### src/rtl/multiport_register_file.sv
// Two-write, two-read register file with per-register busy (reservation) bits.
// Optional macro REGFILE_BYPASS_EN forwards same-cycle write data to the read ports.
module multiport_register_file #(
  parameter int unsigned DATA_W   = 32,
  parameter int unsigned ADDR_W   = 5,
  parameter int unsigned NUM_REGS = 32,
  parameter int unsigned ZERO_REG = 1
) (
  input  logic              clk,
  input  logic              rst,
  input  logic [ADDR_W-1:0] rd_addr1,
  input  logic [ADDR_W-1:0] rd_addr2,
  output logic [DATA_W-1:0] rd_data1,
  output logic [DATA_W-1:0] rd_data2,
  output logic              rd_busy1,
  output logic              rd_busy2,
  input  logic              wr_en_a,
  input  logic [ADDR_W-1:0] wr_addr_a,
  input  logic [DATA_W-1:0] wr_data_a,
  input  logic              wr_en_b,
  input  logic [ADDR_W-1:0] wr_addr_b,
  input  logic [DATA_W-1:0] wr_data_b,
  input  logic              reserve_en,
  input  logic [ADDR_W-1:0] reserve_addr,
  output logic [ADDR_W:0]   busy_count
);

  localparam int unsigned CNT_W   = ADDR_W + 1;
  localparam bit          ZERO_EN = (ZERO_REG != 0);

  logic [DATA_W-1:0]   regs_q   [NUM_REGS];
  logic [DATA_W-1:0]   fwd_data [NUM_REGS];
  logic [NUM_REGS-1:0] busy_q;
  logic [NUM_REGS-1:0] legal;
  logic [NUM_REGS-1:0] hit_a;
  logic [NUM_REGS-1:0] hit_b;
  logic [NUM_REGS-1:0] hit_r;
  logic [CNT_W-1:0]    busy_cnt;

  // Per-register decode; addresses >= NUM_REGS never match, so they are dropped.
  always_comb begin
    legal = '0;
    hit_a = '0;
    hit_b = '0;
    hit_r = '0;
    for (int i = 0; i < NUM_REGS; i++) begin
      legal[i] = !(ZERO_EN && (i == 0));
      hit_a[i] = legal[i] && wr_en_a    && (wr_addr_a    == ADDR_W'(i));
      hit_b[i] = legal[i] && wr_en_b    && (wr_addr_b    == ADDR_W'(i));
      hit_r[i] = legal[i] && reserve_en && (reserve_addr == ADDR_W'(i));
    end
  end

  // Port B is applied last so it wins a same-address collision; a reservation
  // on the same edge as a write keeps the register busy for the new producer.
  always_ff @(posedge clk or posedge rst) begin
    if (rst) begin
      for (int i = 0; i < NUM_REGS; i++) begin
        regs_q[i] <= '0;
      end
      busy_q <= '0;
    end else begin
      for (int i = 0; i < NUM_REGS; i++) begin
        if (hit_b[i]) begin
          regs_q[i] <= wr_data_b;
        end else if (hit_a[i]) begin
          regs_q[i] <= wr_data_a;
        end
        if (hit_r[i]) begin
          busy_q[i] <= 1'b1;
        end else if (hit_a[i] || hit_b[i]) begin
          busy_q[i] <= 1'b0;
        end
      end
    end
  end

  // Value presented to the read mux for each register.
  always_comb begin
    for (int i = 0; i < NUM_REGS; i++) begin
      fwd_data[i] = regs_q[i];
`ifdef REGFILE_BYPASS_EN
      if (hit_b[i]) begin
        fwd_data[i] = wr_data_b;
      end else if (hit_a[i]) begin
        fwd_data[i] = wr_data_a;
      end
`endif
    end
  end

  // Read ports: zero for reset, the zero register and unimplemented addresses.
  always_comb begin
    rd_data1 = '0;
    rd_data2 = '0;
    rd_busy1 = 1'b0;
    rd_busy2 = 1'b0;
    if (!rst) begin
      for (int i = 0; i < NUM_REGS; i++) begin
        if (legal[i] && (rd_addr1 == ADDR_W'(i))) begin
          rd_data1 = fwd_data[i];
          rd_busy1 = busy_q[i];
        end
        if (legal[i] && (rd_addr2 == ADDR_W'(i))) begin
          rd_data2 = fwd_data[i];
          rd_busy2 = busy_q[i];
        end
      end
    end
  end

  // Population count of the reservation bits.
  always_comb begin
    busy_cnt = '0;
    for (int i = 0; i < NUM_REGS; i++) begin
      busy_cnt = busy_cnt + CNT_W'(busy_q[i]);
    end
    busy_count = rst ? '0 : busy_cnt;
  end

endmodule

### config.mk
export PLATFORM = sky130hd
export DESIGN_NAME = multiport_register_file
export DESIGN_NICKNAME = d
export VERILOG_FILES = /design/src/rtl/multiport_register_file.sv
export SDC_FILE = /design/constraint.sdc
export NUM_CORES = 2
export LEC_CHECK = 0
export ABC_AREA = 1
export CORE_AREA = 3 3 305 607
export DETAILED_ROUTE_END_ITERATION = 8
export DIE_AREA = 0 0 308 610
export PLACE_DENSITY = 0.51
export SLEW_MARGIN = 20
export SYNTH_ARGS = -nofsm -noshare
export SYNTH_HDL_FRONTEND = slang
export SYNTH_SLANG_ARGS = --single-unit
### constraint.sdc
create_clock -name clk -period 41.8 [get_ports clk]
set_input_delay 4.18 -clock clk [delete_from_list [all_inputs] [get_ports clk]]
set_output_delay 4.18 -clock clk [all_outputs]
set_load 0.05 [all_outputs]
==> results.txt <==
CTS tree: yes
H-tree depth: 3
Worst IR Drop VDD: 0.273 mV
Std-Cell Rows: 221
Avg Synthesized Cell Area: 6.71 um2
buffer count from post-CTS setup fixing: 0
initial drt markers: 8543
vias in the first global route: 69435
dpl hpwl: 258000 um
ys async rst share: 100%
endpoints failing setup: 0
Via density: 6.17
CP Launch Type: input port
IO buf count: 165
CTS root buffer: clkbuf_16
first-pass GRT wire length: 522000 um
Mapped Nets: 9530
critical-path cell list: clkdlybuf4s50_1 -> buf_4 -> inv_2 -> buf_4 -> nand2_2 -> inv_2 -> buf_4 -> nand2_1 -> nand2_1 -> nand4_1 -> nor2_1 -> nand4_1 -> nor2_1 -> nand4_1 -> nor2_1 -> nand4_1 -> nor2_1 -> nand4_1 -> nor2_1 -> nand4_1 -> nand2_1 -> inv_1 -> clkdlybuf4s50_1
Clock Latency Late Sink: 730 ps
Synth warnings: 0
Post-synth EDFFs: 0
Setup TNS: 0 ps
sequential area share after synthesis: 40.5%
RSZ-0062 raised after global routing: false
Finished Cell Area: 70800 um2
vias: 71712
antenna viol nets, final: 0
Cell Area, Synth: 63200 um2
Critical Path Slowest Stage Cell: clkdlybuf4s50_1
status: finished, final reports clean
Max FO, Critical Path: 53
Cell variety after synth: 35
cts hold-fix bufs: 0
total grt overflow: 0
Cells after Synth: 9406
Die W: 308 um
Crit path required time: 37620 ps
Die Y: 610 um
Clock Path Buffers: 3
register clock-pin slew on the reported worst setup and hold paths: 70 ps
most common cell in the netlist: nand2_1
Tmin final: 14670 ps
DIE AREA: 188000 um2
# DRC: 0
Buf/Inv on CP: 8
TritonCTS Buffers: 105
post-CTS sizing: 0
count of final hold-check violations: 0
Tcrit/Tclk final: 35.1%
Starting Density: 34.8%
clock sink count: 1023
Critical Path Sink Type: output pin
Area growth, synth to finish: 12.1%
R2R Setup Slk: 40970 ps
cell mode on critical path: nand4_1
slowest stage delay, CP: 710 ps
PwrDens: 54.9 nW/um2
max-cap violations: 0
cell taking the most area after synthesis: dfrtp_1
FF+latch count, synth: 1023
# fillers: 19228
antenna violations before repair: 29
Post-synth top flop: dfrtp_1
Least-Margin Pin Slew: 1270 ps
Initial DRT Pass Iterations: 6
Cell Area, Placed: 67000 um2
Synth top cells by count: 3110 x nand2_1, 1531 x o21ai_0, 1023 x dfrtp_1, 900 x nor2_1, 759 x inv_1
Max Slew Vio Count: 0
CP arrival: 10490 ps
P_leak: 0.0331 uW
crit path kind: in -> out
Top Ports: 166
Yosys top cell area share: 40.5%
Synth area leaders: dfrtp_1 41%, nand2_1 18%, o21ai_0 12%
fmax: 0.0682 GHz
CORE AREA: 181000 um2
Top delay family on crit path: buffers and inverters
Post-Route Skew: 0 ps
All-Layer GR Usage: 38.7%
layout net count: 9297
largest net degree at the start of global routing: 136
Worst Hold Class: reg -> reg
Slew headroom: 14.7%
drt total wl: 373000 um
Final GP Congestion: 0.977
WL/cell: 32.1 um
share of cells above drive strength 1: 6.15%
registers in the layout, summed over array words and instances (netlist names):
register,flops
busy_q,31
fwd_data,992
worst register-to-register path, cell delays in order (launching register included):
cell and delay, ps:
dfrtp_1 400, inv_1 160, o21ai_0 130
stage by stage:
stage / instances / setup slack, ps / util [%] / hold slack, ps / total power (uW)
global placement: 11406 / 27440 / 36.9 / 475 / 2760
finish: 11619 / 27130 / 39.0 / 498 / 3890
CTS: 11605 / 27450 / 39.0 / 501 / 3860
floorplan: 9406 / 16980 / - / 460 / 2200
detailed placement: 11406 / 27470 / 36.9 / 482 / 2790
global route: 11610 / 27200 / 39.0 / 511 / 4040
worst paths after layout:
check	end	from	cells after the start
worst max-delay path	rd_data2[25]	rd_addr2[4]	23
worst min-delay path	fwd_data[25]$_DFFE_PP0P_	fwd_data[25]$_DFFE_PP0P_	2
worst max register to register	busy_q[13]$_DFFE_PP0P_	busy_q[13]$_DFFE_PP0P_	2
worst min register to register	fwd_data[25]$_DFFE_PP0P_	fwd_data[25]$_DFFE_PP0P_	2
max in group asynchronous	fwd_data[646]$_DFFE_PP0P_	rst	7
min in group asynchronous	fwd_data[343]$_DFFE_PP0P_	rst	2
cells by family (layout without fill, tap and decap cells):
kind of cell    Yosys count  count (layout)  share of synthesized area, %
other cells               0              13                             0
buf+inv                1556            1415                          9.36
simple gates           4657            4657                          30.0
flops                  1023            1023                          40.5
compound gates         2139            2139                          19.2
fa+ha+maj                30              30                         0.868
xor+xnor                  1               1                        0.0139
routing by layer:
layer	vias up	part of all wire, %	track usage, %
li1	30522	-	-
met1	34740	33	41.7
met2	4697	46	63.5
met3	1747	8.4	6.67
met4	6	12	37.4
met5	-	0.010	0
layout make-up:
| class | instances | area, um2 | area share (%) |
|---|---|---|---|
| antenna | 13 | 32.5 | 0.0459 |
| inverter | 786 | 2960 | 4.18 |
| clock buffer | 147 | 3140 | 4.44 |
| tap | 2341 | 2930 | 4.14 |
| timing repair buffer | 430 | 3670 | 5.18 |
| multi-input combinational | 6827 | 31900 | 45.0 |
| sequential | 1023 | 25600 | 36.2 |
| clock inverter | 52 | 593 | 0.838 |
placed cells by master, fill, tap and decap left out, types with 16 or more instances in the layout:
| master | n |
|---|---|
| inv_1 | 737 |
| dfrtp_1 | 1023 |
| o311ai_0 | 17 |
| buf_4 | 262 |
| nor2_2 | 30 |
| nand3_1 | 152 |
| clkdlybuf4s50_1 | 163 |
| o221ai_1 | 293 |
| nand4_1 | 458 |
| fa_1 | 23 |
| o21ai_0 | 1531 |
| a21oi_1 | 102 |
| o22ai_1 | 183 |
| inv_2 | 31 |
| clkinv_2 | 31 |
| nand2_1 | 3100 |
| clkbuf_16 | 111 |
| nor2_1 | 861 |
| clkbuf_8 | 23 |
| nor2_4 | 16 |
| clkinv_1 | 16 |
where the power goes:
group | switching [uW] | internal, uW | leakage, uW | total [uW]
Clock | 475 | 599 | 0.00186 | 1070
Combinational | 958 | 421 | 0.0187 | 1380
Sequential | 188 | 1250 | 0.0125 | 1430
Power figures use the tool's default switching activity.
